`config.mk`:
```
export PLATFORM = sky130hd
export DESIGN_NAME = dnn_exec_ctrl
export DESIGN_NICKNAME = d
export VERILOG_FILES = /design/src/rtl/dnn_pkg.sv /design/src/rtl/fp32_to_bf16.sv /design/src/rtl/dnn_exec_ctrl.sv
export SDC_FILE = /design/constraint.sdc
export NUM_CORES = 1
export LEC_CHECK = 0
export ABC_AREA = 1
export BUFFER_PORTS_ARGS = -buffer_cell sky130_fd_sc_hd__buf_2
export CAP_MARGIN = 20
export CORE_MARGIN = 4
export CORE_UTILIZATION = 45
export CTS_BUF_LIST = sky130_fd_sc_hd__clkbuf_4
export DETAILED_ROUTE_END_ITERATION = 8
export MAX_ROUTING_LAYER = met4
export PLACE_DENSITY = 0.8
export SETUP_SLACK_MARGIN = 0.1
export SYNTH_ARGS = -nofsm -noshare
export SYNTH_HDL_FRONTEND = slang
export SYNTH_SLANG_ARGS = --single-unit
```
`constraint.sdc`:
```
create_clock -name clk -period 1.61 [get_ports clk]
set_input_delay 0.161 -clock clk [delete_from_list [all_inputs] [get_ports clk]]
set_output_delay 0.161 -clock clk [all_outputs]
set_load 0.005 [all_outputs]
```
`src/rtl/dnn_pkg.sv`:
```
// Shared definitions for the DNN execution controller: FSM states, default
// vector length and the bfloat16 zero pattern.
package dnn_pkg;

  localparam int F_SIZE_DEF = 512;
  localparam logic [15:0] BF16_ZERO = 16'h0000;

  typedef enum logic [2:0] {
    ST_IDLE,
    ST_INIT,
    ST_RUN,
    ST_DRAIN,
    ST_NORM,
    ST_CAPT,
    ST_OUT
  } state_t;

endpackage

```
`src/rtl/fp32_to_bf16.sv`:
```
// Combinational fp32 -> bfloat16 narrowing with round-to-nearest-even.
module fp32_to_bf16 (
  input  logic [31:0] fp32,
  output logic [15:0] bf16
);

  logic round_up;

  // Halfway cases round toward the even upper half; a mantissa carry ripples
  // into the exponent through the plain 16-bit add.
  assign round_up = fp32[15] & (fp32[16] | (fp32[14:0] != 15'd0));
  assign bf16     = fp32[31:16] + {15'd0, round_up};

endmodule

```
`src/rtl/dnn_exec_ctrl.sv`:
```
// Sequences one dot-product job: streams activations into an external MAC
// core, waits for it to drain, normalizes, and returns a bfloat16 result.
module dnn_exec_ctrl
  import dnn_pkg::*;
#(
  parameter int F_SIZE = F_SIZE_DEF,
  parameter bit RELU   = 1'b0
) (
  input  logic        clk,
  input  logic        rst_n,
  input  logic        start,
  input  logic [9:0]  cfg_len,
  output logic        cfg_err,
  input  logic        s_valid,
  output logic        s_ready,
  input  logic [15:0] s_data,
  output logic        core_init,
  output logic        core_exec,
  output logic [8:0]  core_a,
  output logic [15:0] core_d,
  input  logic        core_busy,
  output logic        norm_en,
  input  logic [31:0] nrm,
  output logic        res_valid,
  input  logic        res_ready,
  output logic [15:0] res_data,
  output logic        idle
);

  localparam logic [10:0] MAX_LEN = 11'(F_SIZE);

  state_t      state, state_n;
  logic [8:0]  cnt;
  logic [9:0]  len;
  logic [15:0] res_q;
  logic        cfg_err_q;
  logic [15:0] conv;
  logic        len_ok;
  logic        accept;
  logic        last;

  fp32_to_bf16 u_round (
    .fp32 (nrm),
    .bf16 (conv)
  );

  assign len_ok = (cfg_len != 10'd0) && ({1'b0, cfg_len} <= MAX_LEN);
  assign accept = (state == ST_RUN) && s_valid;
  assign last   = (({1'b0, cnt} + 10'd1) == len);

  always_ff @(posedge clk or negedge rst_n) begin
    if (!rst_n) begin
      state <= ST_IDLE;
    end else begin
      state <= state_n;
    end
  end

  // The counter stops at the final accept so it never passes len-1.
  always_ff @(posedge clk or negedge rst_n) begin
    if (!rst_n) begin
      cnt       <= 9'd0;
      len       <= 10'd0;
      res_q     <= BF16_ZERO;
      cfg_err_q <= 1'b0;
    end else begin
      cfg_err_q <= (state == ST_IDLE) && start && !len_ok;
      if ((state == ST_IDLE) && start && len_ok) begin
        len <= cfg_len;
      end
      if (state == ST_INIT) begin
        cnt <= 9'd0;
      end else if (accept && !last) begin
        cnt <= cnt + 9'd1;
      end
      if (state == ST_CAPT) begin
        res_q <= (RELU && conv[15]) ? BF16_ZERO : conv;
      end
    end
  end

  always_comb begin
    state_n   = state;
    core_init = 1'b0;
    core_exec = 1'b0;
    core_a    = 9'd0;
    core_d    = 16'd0;
    s_ready   = 1'b0;
    norm_en   = 1'b0;
    res_valid = 1'b0;
    case (state)
      ST_IDLE: begin
        if (start && len_ok) state_n = ST_INIT;
      end
      ST_INIT: begin
        core_init = 1'b1;
        state_n   = ST_RUN;
      end
      ST_RUN: begin
        s_ready = 1'b1;
        if (s_valid) begin
          core_exec = 1'b1;
          core_a    = cnt;
          core_d    = s_data;
          if (last) state_n = ST_DRAIN;
        end
      end
      ST_DRAIN: begin
        if (!core_busy) state_n = ST_NORM;
      end
      ST_NORM: begin
        norm_en = 1'b1;
        state_n = ST_CAPT;
      end
      ST_CAPT: begin
        state_n = ST_OUT;
      end
      ST_OUT: begin
        res_valid = 1'b1;
        if (res_ready) state_n = ST_IDLE;
      end
      default: begin
        state_n = ST_IDLE;
      end
    endcase
  end

  assign cfg_err  = cfg_err_q;
  assign res_data = res_q;
  assign idle     = (state == ST_IDLE);

endmodule

```
==> metrics, run 1 <==
areal power density over the cells 777.3 nW/µm²; worst-path fanout max 5; detailed placement HPWL 6.057 mm; number of violations of the max-capacitance limit 0; number of DRC violations after detailed routing 0; remaining antenna violation count after routing 0; share of synthesized registers carrying an async set or reset 1.000; Synth Warn # 0; clock skew 0.01797 ns; Worst Min Path Start start; post-detailed-route wirelength per cell 14.69 µm; worst reg2reg path depth 12; setup slack after placement -0.1926 ns; global placer's final weighted congestion 0.9168; H-Tree Depth 2; violation count after the first detailed-route iteration 218; clock transition at the registers of the reported paths 0.13 ns; leakage power figure 2.131 nW; worst hold margin 0.06699 ns; CP Class reg -> reg; Post-Syn Instances 387; clock latency reported for the late side of the worst-skew pair 0.35 ns; number of distinct library cells after synthesis 31; Post-synth top flop dfrtp_1; slowest stage cell on the critical path dfrtp_2; maximum buffer depth of the clock tree 2; final setup margin -0.4292 ns; maximum cell stage delay along the critical path 0.47 ns; number of vias per cell after detailed routing 5.229; startpoint type of the worst setup path flip-flop; kind of end point of the critical path flip-flop; number of buffer and inverter stages on the critical path 1; synthesized net count 453; clock tree sinks 39; count of input and output buffers 111; final worst path period share 1.267; wire length of the first global-routing pass 12.52 mm; Layout Area Growth over Synthesis 58.17%; final global-route overflow total 0; multiplexer share of the synthesized area 0; worst-case headroom to the max-slew limit 0.6957; width of the chip 83.48 µm; flops & latches, synth 39; top library cells by usage in the layout, fill and taps aside 120 x nand2_1, 107 x buf_2, 42 x buf_4; violations in the final reports setup timing; Std-Cell Rows 27; WHS Endpoint cfg_err$_DFF_PN0_; Reg-to-Reg Start cnt[1]$_DFFE_PN0P_; Initial Utilization 0.4656; global router's overall resource usage 0.2227; post-synthesis share of cell area spent on and, or, nand and nor gates 0.4319; wirelength, routed 9.166 mm; dominant combinational cell family by area after synthesis simple AND/OR/NAND/NOR gates; final max-slew violation count 0; Diodes inserted 0; most numerous cell on the critical path nand2_1; share of post-route cells with drive strength above 1 0.4149; Post-Syn Area per Cell 6.625 µm²; peak clock frequency supported by timing 0.4904 GHz; area share of the leading cell type in the synthesized netlist 0.3807; CP cell instances ha_4 -> nand3_1 -> nand2_1 -> nand3_1 -> nand2_1 -> nor2_1 -> nand2_1 -> nor2_1 -> nand3_2 -> buf_6 -> nand4_1 -> nand2_1; number of antenna violations at the first check in global routing 0; time the worst path needs with I/O delays and setup 2.039 ns; gate family responsible for the most delay along the worst path simple AND/OR/NAND/NOR gates; clock tree from TritonCTS done; setup repair after global routing missed its margin true; via count 3263; cell types occupying the most area after synthesis dfrtp_1 38%, nand2_1 18%, nor2_1 8.6%; adder-cell share of the synthesized area 0.009761; data required time of the worst path 1.86 ns; number of CTS-inserted buffers 5; Cells on Worst Hold Path 3; count of pins on the block boundary 112; largest voltage drop on the vdd net 638.3 µV; via count of the first global-routing pass 2890; final layout net count 617; post-synthesis cell area 2564 µm²; core area 5507 µm²; most frequent standard cell in the layout excluding fill and tap cells nand2_1; largest net degree at the start of global routing 24; EDFF count, synth 0; register-to-register path setup slack -0.43 ns; data arrival at the endpoint of the critical path 2.28 ns; Finish-stage setup viols 36; Hold/Removal Path Class in -> reg; clock tree root driver cell clkbuf_4; transition time at the pin with the least slew margin 0.4564 ns; Worst R2R End cnt[0]$_DFFE_PN0P_; outcome finished with violations; area of the die 6969 µm²; part of the Yosys area used for sequential elements 0.3807; complex-gate fraction of the synthesized area 0.05612; Chip Height 83.48 µm; endpoints failing hold 0; biggest area consumer among synthesized cells dfrtp_1; iteration count of the initial detailed-routing pass 5; fraction of synthesized cell area in xor and xnor cells 0.04100
==> Yosys cell counts (3+ instances only) <==
| library cell | number |
|---|---|
| buf_2 | 3 |
| dfrtp_1 | 39 |
| xnor2_1 | 5 |
| clkbuf_1 | 7 |
| nand4_1 | 11 |
| nand2_1 | 124 |
| nor2_1 | 59 |
| nand2_2 | 3 |
| o21ai_0 | 16 |
| nand3_1 | 39 |
| inv_1 | 38 |
| a21oi_1 | 7 |
| nor2_2 | 3 |
| xor2_1 | 7 |
| nor3_1 | 6 |
==> power by group <==
part	switching (W)	internal [W]
clock network	0.000344	0.000320
logic	0.000698	0.000595
registers	0.000116	0.00108
total	0.00116	0.00199
==> cells by family (layout without fill, tap and decap cells) <==
kind of cell,Yosys count,after routing
fa+ha+maj,2,2
xor+xnor,12,12
simple gates,255,255
compound gates,27,27
flops,39,39
buf+inv,52,217
==> worst max path at each step <==
stage / startpoint / to / slack [ns] / cells past startpoint
floorplan: cnt[0]$_DFFE_PN0P_ / cnt[0]$_DFFE_PN0P_ / -0.04 / 13
global placement: cnt[1]$_DFFE_PN0P_ / state[0]$_DFFE_PN0P_ / -0.14 / 14
detailed placement: cnt[1]$_DFFE_PN0P_ / cnt[3]$_DFFE_PN0P_ / -0.19 / 13
CTS: cnt[1]$_DFFE_PN0P_ / cnt[3]$_DFFE_PN0P_ / -0.22 / 13
global route: cnt[1]$_DFFE_PN0P_ / cnt[0]$_DFFE_PN0P_ / -0.59 / 12
finish: cnt[1]$_DFFE_PN0P_ / cnt[0]$_DFFE_PN0P_ / -0.43 / 12
==> layer usage <==
metal  GRT usage  share of wire  up-vias
li1            -              -     1562
met1      0.2646           0.38     1490
met2      0.3863           0.51      176
met3     0.04936          0.082       35
met4     0.05263          0.033        0
met5           -              0        -
==> worst reg2reg max path: stages (launching register included) <==
cell and delay [ns]:
dfrtp_2 0.47, ha_4 0.19, nand3_1 0.13, nand2_1 0.09
nand3_1 0.11, nand2_1 0.08, nor2_1 0.15, nand2_1 0.09
nor2_1 0.11, nand3_2 0.14, buf_6 0.18, nand4_1 0.12
nand2_1 0.10
==> through the flow <==
| step | instances | area, µm² | power [W] | TNS (ns) | util |
|---|---|---|---|---|---|
| global route | 624 | 4055 | 0.003354 | -11.31 | 0.7364 |
| global placement | 602 | 3518 | 0.002223 | -1.435 | 0.6389 |
| CTS | 617 | 3686 | 0.002927 | -3.147 | 0.6694 |
| detailed placement | 602 | 3518 | 0.002255 | -1.997 | 0.6389 |
| finish | 624 | 4055 | 0.003152 | -6.947 | 0.7364 |
| floorplan | 387 | 2577 | 0.001760 | -0.3407 | - |
==> cell type report <==
cell class / count / area, µm²
Multi-Input combinational cell: 296 / 1618
Fill cell: 404 / 1451
Timing Repair Buffer: 168 / 1126
Sequential cell: 39 / 980.9
Inverter: 41 / 163.9
Tap cell: 72 / 90.09
Clock inverter: 3 / 38.79
Clock buffer: 5 / 37.54
==> timing repair <==
action                                 CTS  global route
hold buffers                             1             0
resized for setup                       11            81
endpoints found under the hold margin   16             0
cloned                                   0             2
setup buffers                            6             6
pin swaps                                2             8
setup endpoints to repair               39            62
==> flip-flops by register name, summed over array words and instances, names as in the netlist <==
signal,count
res_data,16
cfg_err,1
cnt,9
state,3
len,10
(Power assumes the default switching activity.)
==> inputs of run 2 (changes only) <==
--- a/config.mk
+++ b/config.mk
@@ -13,7 +13,7 @@
 export CTS_BUF_LIST = sky130_fd_sc_hd__clkbuf_4
 export DETAILED_ROUTE_END_ITERATION = 8
 export MAX_ROUTING_LAYER = met4
-export PLACE_DENSITY = 0.8
+export PLACE_DENSITY = 0.87
 export SETUP_SLACK_MARGIN = 0.1
 export SYNTH_ARGS = -nofsm -noshare
 export SYNTH_HDL_FRONTEND = slang
==> metrics, run 2 (same netlist as run 1, synthesis figures left out) <==
outcome finished with violations; violations in the final reports setup timing; via count of the first global-routing pass 3117; violation count after the first detailed-route iteration 273; wire length of the first global-routing pass 13.67 mm; kind of end point of the critical path flip-flop; Finish-stage setup viols 48; PnR Total Power 0.002977 W; Worst R2R End state[0]$_DFFE_PN0P_; final global-route overflow total 0; number of DRC violations after detailed routing 0; # fillers 387; wirelength, routed 9.886 mm; global placer's final weighted congestion 0.9522; count of pins on the block boundary 112; data arrival at the endpoint of the critical path 2.31 ns; Reg-to-Reg Start cnt[1]$_DFFE_PN0P_; endpoints failing hold 0; Cells on Worst Hold Path 3; count of input and output buffers 111; transition time at the pin with the least slew margin 0.5243 ns; share of post-route cells with drive strength above 1 0.4293; setup repair after global routing missed its margin true; final layout net count 617; Initial Utilization 0.4656; clock tree sinks 39; core area 5507 µm²; most frequent standard cell in the layout excluding fill and tap cells nand2_1; Chip Height 83.48 µm; peak clock frequency supported by timing 0.4956 GHz; area of the die 6969 µm²; post-detailed-route wirelength per cell 15.84 µm; CP Class reg -> reg; detailed placement HPWL 6.156 mm; number of antenna violations at the first check in global routing 0; largest voltage drop on the vdd net 461.3 µV; WHS Endpoint len[4]$_DFFE_PN0P_; Layout Area Growth over Synthesis 60.13%; areal power density over the cells 725.1 nW/µm²; width of the chip 83.48 µm; Hold/Removal Path Class in -> reg; clock tree root driver cell clkbuf_4; time the worst path needs with I/O delays and setup 2.018 ns; clock tree from TritonCTS done; clock latency reported for the late side of the worst-skew pair 0.35 ns; worst-path fanout max 4; Std-Cell Rows 27; iteration count of the initial detailed-routing pass 8; H-Tree Depth 2; number of vias per cell after detailed routing 5.386; number of violations of the max-capacitance limit 0; worst-case headroom to the max-slew limit 0.6505; remaining antenna violation count after routing 0; final max-slew violation count 0; global router's overall resource usage 0.2449; worst reg2reg path depth 14; maximum buffer depth of the clock tree 2; clock skew 0.008024 ns; final setup margin -0.4079 ns; Worst Min Path Start cfg_len[4]; number of CTS-inserted buffers 5; top library cells by usage in the layout, fill and taps aside 121 x nand2_1, 109 x buf_2, 39 x buf_4; via count 3361; final worst path period share 1.253; Core Util, Final 0.7455; data required time of the worst path 1.91 ns; largest net degree at the start of global routing 21; Diodes inserted 0; launching element of the worst setup path cnt[1]$_DFFE_PN0P_; clock transition at the registers of the reported paths 0.12 ns; register-to-register path setup slack -0.41 ns; startpoint type of the worst setup path flip-flop; number of flip-flops in the largest register 16; leakage power figure 2.133 nW
-- run 2: how the worst max path moves through the flow --
stage	end	slack [ns]	cells past startpoint
after floorplan	cnt[0]$_DFFE_PN0P_	-0.04	13
after global routing	state[0]$_DFFE_PN0P_	-0.49	14
final	state[0]$_DFFE_PN0P_	-0.41	14
after global placement	cnt[5]$_DFFE_PN0P_	-0.11	11
after CTS	cnt[7]$_DFFE_PN0P_	-0.20	13
after detailed placement	cnt[7]$_DFFE_PN0P_	-0.17	13
-- run 2: stage by stage --
| stage | setup TNS (ns) | hold WS, ns | instance area [µm²] | cells | setup WS, ns |
|---|---|---|---|---|---|
| 5_1_grt | -13.71 | 0.05461 | 4105 | 624 | -0.4928 |
| 3_5_place_dp | -1.809 | 0.1404 | 3453 | 595 | -0.1729 |
| 3_3_place_gp | -1.169 | 0.1316 | 3453 | 595 | -0.1092 |
| 4_1_cts | -5.983 | 0.02075 | 3720 | 615 | -0.2045 |
| 2_1_floorplan | -0.3407 | -0.1346 | 2577 | 387 | -0.03880 |
| 6_report | -9.830 | 0.04906 | 4105 | 624 | -0.4079 |
-- run 2: worst max-delay path, cell delays in order (launching register included) --
cell and delay, ns:
dfrtp_2 0.46, ha_4 0.30, inv_2 0.04, nand2_1 0.07, nand2_1 0.08, nor2_1 0.10, nand3_1 0.08, nor2_1 0.11
nand2_1 0.06, nor2_1 0.11, nand3_2 0.12, buf_4 0.18, nand2_2 0.06, nand3_1 0.10, nand2_1 0.11
-- run 2: metal layers --
layer	share of wire	GRT usage	routed length, µm
met4	0.042	0.09503	420
met5	0	-	0
met1	0.36	0.2658	3510
met3	0.089	0.05726	881
met2	0.51	0.4337	5074
-- run 2: cell type report --
| class | instances | area, µm² | area share |
|---|---|---|---|
| Multi-Input combinational cell | 296 | 1657 | 0.4035 |
| Inverter | 41 | 168.9 | 0.04115 |
| Timing Repair Buffer | 168 | 1151 | 0.2804 |
| Clock buffer | 7 | 52.55 | 0.01280 |
| Clock inverter | 1 | 5.005 | 0.001219 |
| Tap cell | 72 | 90.09 | 0.02194 |
| Sequential cell | 39 | 980.9 | 0.2390 |
-- run 2: power by group --
group          leakage (nW)  internal [W]  switching, W
sequential            0.418       0.00108      0.000119
clock                0.0361      0.000204      0.000340
combinational          1.68      0.000529      0.000703
-- run 2: repair_timing --
action	4_1_cts	5_1_grt
hold buffers	1	0
setup endpoints to repair	40	64
buffers inserted	9	10
resized for setup	19	96
pin swaps	4	5
endpoints found under the hold margin	17	0
gates cloned	2	3
==> inputs of run 3 (changes only) <==
--- a/config.mk
+++ b/config.mk
@@ -9,11 +9,11 @@
 export BUFFER_PORTS_ARGS = -buffer_cell sky130_fd_sc_hd__buf_2
 export CAP_MARGIN = 20
 export CORE_MARGIN = 4
-export CORE_UTILIZATION = 45
+export CORE_UTILIZATION = 35
 export CTS_BUF_LIST = sky130_fd_sc_hd__clkbuf_4
 export DETAILED_ROUTE_END_ITERATION = 8
 export MAX_ROUTING_LAYER = met4
-export PLACE_DENSITY = 0.87
+export PLACE_DENSITY = 0.71
 export SETUP_SLACK_MARGIN = 0.1
 export SYNTH_ARGS = -nofsm -noshare
 export SYNTH_HDL_FRONTEND = slang
==> metrics, run 3 (same netlist as run 1, synthesis figures left out) <==
Chip Height 93.59 µm; worst-case headroom to the max-slew limit 0.5685; Cells on Worst Hold Path 3; Finish-stage setup viols 36; slowest stage cell on the critical path dfrtp_1; outcome finished with violations; cell count after placement 620; Diodes inserted 0; Met1 Wirelength 3.273 mm; sequential share of power 0.401; violation count after the first detailed-route iteration 156; worst-path fanout max 4; largest voltage drop on the vdd net 358.1 µV; non-filler instance count after layout 640; clock skew 0.008896 ns; global placer's final weighted congestion 0.8884; Layout Area Growth over Synthesis 53.29%; final worst path period share 1.157; most numerous cell on the critical path nand2_1; worst reg2reg path depth 14; H-Tree Depth 2; number of violations of the max-capacitance limit 0; CP Class reg -> reg; peak clock frequency supported by timing 0.5366 GHz; CP cell instances ha_4 -> inv_2 -> nand2_1 -> nand2_1 -> nor2_2 -> nand3_1 -> nor2_1 -> nand2_1 -> nor2_2 -> nand3_2 -> buf_6 -> nand2_4 -> nand3_2 -> nand2_1; final layout net count 609; final setup margin -0.2535 ns; Gate power share 0.380; wire length of the first global-routing pass 12.93 mm; # fillers 645; PnR Total Power 0.002963 W; count of pins on the block boundary 112; sum of met3 wire segment lengths after detailed routing 650 µm; data arrival at the endpoint of the critical path 2.15 ns; clock tree root driver cell clkbuf_4; via count 3123; kind of end point of the critical path flip-flop; Initial Utilization 0.3692; setup repair after global routing missed its margin true; fraction of power spent switching nets 0.3524; share of post-route cells with drive strength above 1 0.3971; clock tree sinks 39; worst hold margin 0.04856 ns; clock transition at the registers of the reported paths 0.12 ns; logic depth of the worst setup path including buffers 14; detailed route wirelength on metal2 4.026 mm; Hold/Removal Path Class in -> reg; area used by multi-input combinational logic 1565 µm²; number of buffer and inverter stages on the critical path 2; number of antenna violations at the first check in global routing 0; area of the die 8758 µm²; time the worst path needs with I/O delays and setup 1.864 ns; top layer in use met4; areal power density over the cells 753.9 nW/µm²; clock tree from TritonCTS done; number of flip-flops in the largest register 16; gate family responsible for the most delay along the worst path simple AND/OR/NAND/NOR gates; number of CTS-inserted buffers 5; detailed placement HPWL 6.233 mm; post-detailed-route wirelength per cell 12.71 µm; endpoints failing hold 0; top library cells by usage in the layout, fill and taps aside 122 x nand2_1, 109 x buf_2, 38 x buf_4; remaining antenna violation count after routing 0; count of input and output buffers 111; clock power share 0.219; total net switching power 0.001044 W; global router's overall resource usage 0.1867; largest net degree at the start of global routing 30; number of vias per cell after detailed routing 4.880; number of DRC violations after detailed routing 0; Std-Cell Rows 30; iteration count of the initial detailed-routing pass 4; leakage power figure 2.064 nW; final max-slew violation count 0; width of the chip 93.59 µm; wirelength, routed 8.135 mm; most frequent standard cell in the layout excluding fill and tap cells nand2_1; maximum cell stage delay along the critical path 0.44 ns; startpoint type of the worst setup path flip-flop; via count of the first global-routing pass 2916; Internal 0.001919 W; FF/Latch Area 979.7 µm²; final global-route overflow total 0; maximum buffer depth of the clock tree 2; transition time at the pin with the least slew margin 0.6473 ns; core area 6944 µm²; data required time of the worst path 1.89 ns; violations in the final reports setup timing; clock latency reported for the late side of the worst-skew pair 0.34 ns
==> run 3: cell types whose count changed in the layout (fill, tap and decap cells not counted), sizes merged <==
cell	previous run	this run
inv	39	40
buf	166	157
bufinv	0	1
clkbuf	8	7
==> run 3: final timing paths <==
check	slack [ns]	to	start
setup / recovery	-0.25	state[0]$_DFFE_PN0P_	cnt[1]$_DFFE_PN0P_
hold / removal	0.05	cfg_err$_DFF_PN0_	start
setup reg to reg	-0.25	state[0]$_DFFE_PN0P_	cnt[1]$_DFFE_PN0P_
hold reg to reg	0.50	res_data[1]$_DFFE_PN0P_	res_data[1]$_DFFE_PN0P_
max in group asynchronous	0.64	cnt[2]$_DFFE_PN0P_	rst_n
min in group asynchronous	0.38	len[9]$_DFFE_PN0P_	rst_n
==> run 3: cell type report <==
type | count | share of cell area
multi-input combinational | 296 | 0.3983
clock inverter | 3 | 0.009869
timing repair buffer | 160 | 0.2620
tap | 96 | 0.03056
clock buffer | 5 | 0.009551
inverter | 41 | 0.04043
sequential | 39 | 0.2493
==> run 3: per-stage QoR <==
step / area, µm² / setup TNS, ns / util / setup slack, ns
2_1_floorplan: 2577 / -0.3407 / - / -0.03880
3_3_place_gp: 3491 / -1.169 / 0.5027 / -0.1223
3_5_place_dp: 3491 / -1.587 / 0.5027 / -0.1467
4_1_cts: 3605 / -3.789 / 0.5191 / -0.1785
5_1_grt: 3930 / -8.974 / 0.5659 / -0.4354
6_report: 3930 / -4.898 / 0.5659 / -0.2535
==> run 3: repair_timing <==
item | in CTS | in global routing
resized for setup | 3 | 65
setup endpoints to repair | 39 | 50
hold buffers | 1 | 0
endpoints found under the hold margin | 27 | 0
setup buffers | 3 | 6
gates cloned | 0 | 2
pin swaps | 1 | 6
==> run 3: worst register-to-register path, cell delays in order, from the launching register on <==
cell,delay [ns]
dfrtp_1,0.44
ha_4,0.30
inv_2,0.03
nand2_1,0.04
nand2_1,0.05
nor2_2,0.09
nand3_1,0.08
nor2_1,0.11
nand2_1,0.07
nor2_2,0.09
nand3_2,0.14
buf_6,0.17
nand2_4,0.06
nand3_2,0.07
nand2_1,0.07
==> run 3: power groups by stage <==
stage / Clock (W) / Combinational [W] / Sequential, W
final: 0.000650 / 0.00112 / 0.00119
after global routing: 0.000722 / 0.00126 / 0.00121
after CTS: 0.000667 / 0.00102 / 0.00119
after detailed placement: 0 / 0.00102 / 0.00121
after global placement: 0 / 0.000995 / 0.00120
after floorplan: 0 / 0.000567 / 0.00119
==> run 3: metal layers <==
layer,up-vias,track usage
met3,21,0.04183
met1,1419,0.2206
met2,134,0.3210
met4,0,0.05054
li1,1549,-
met5,-,-
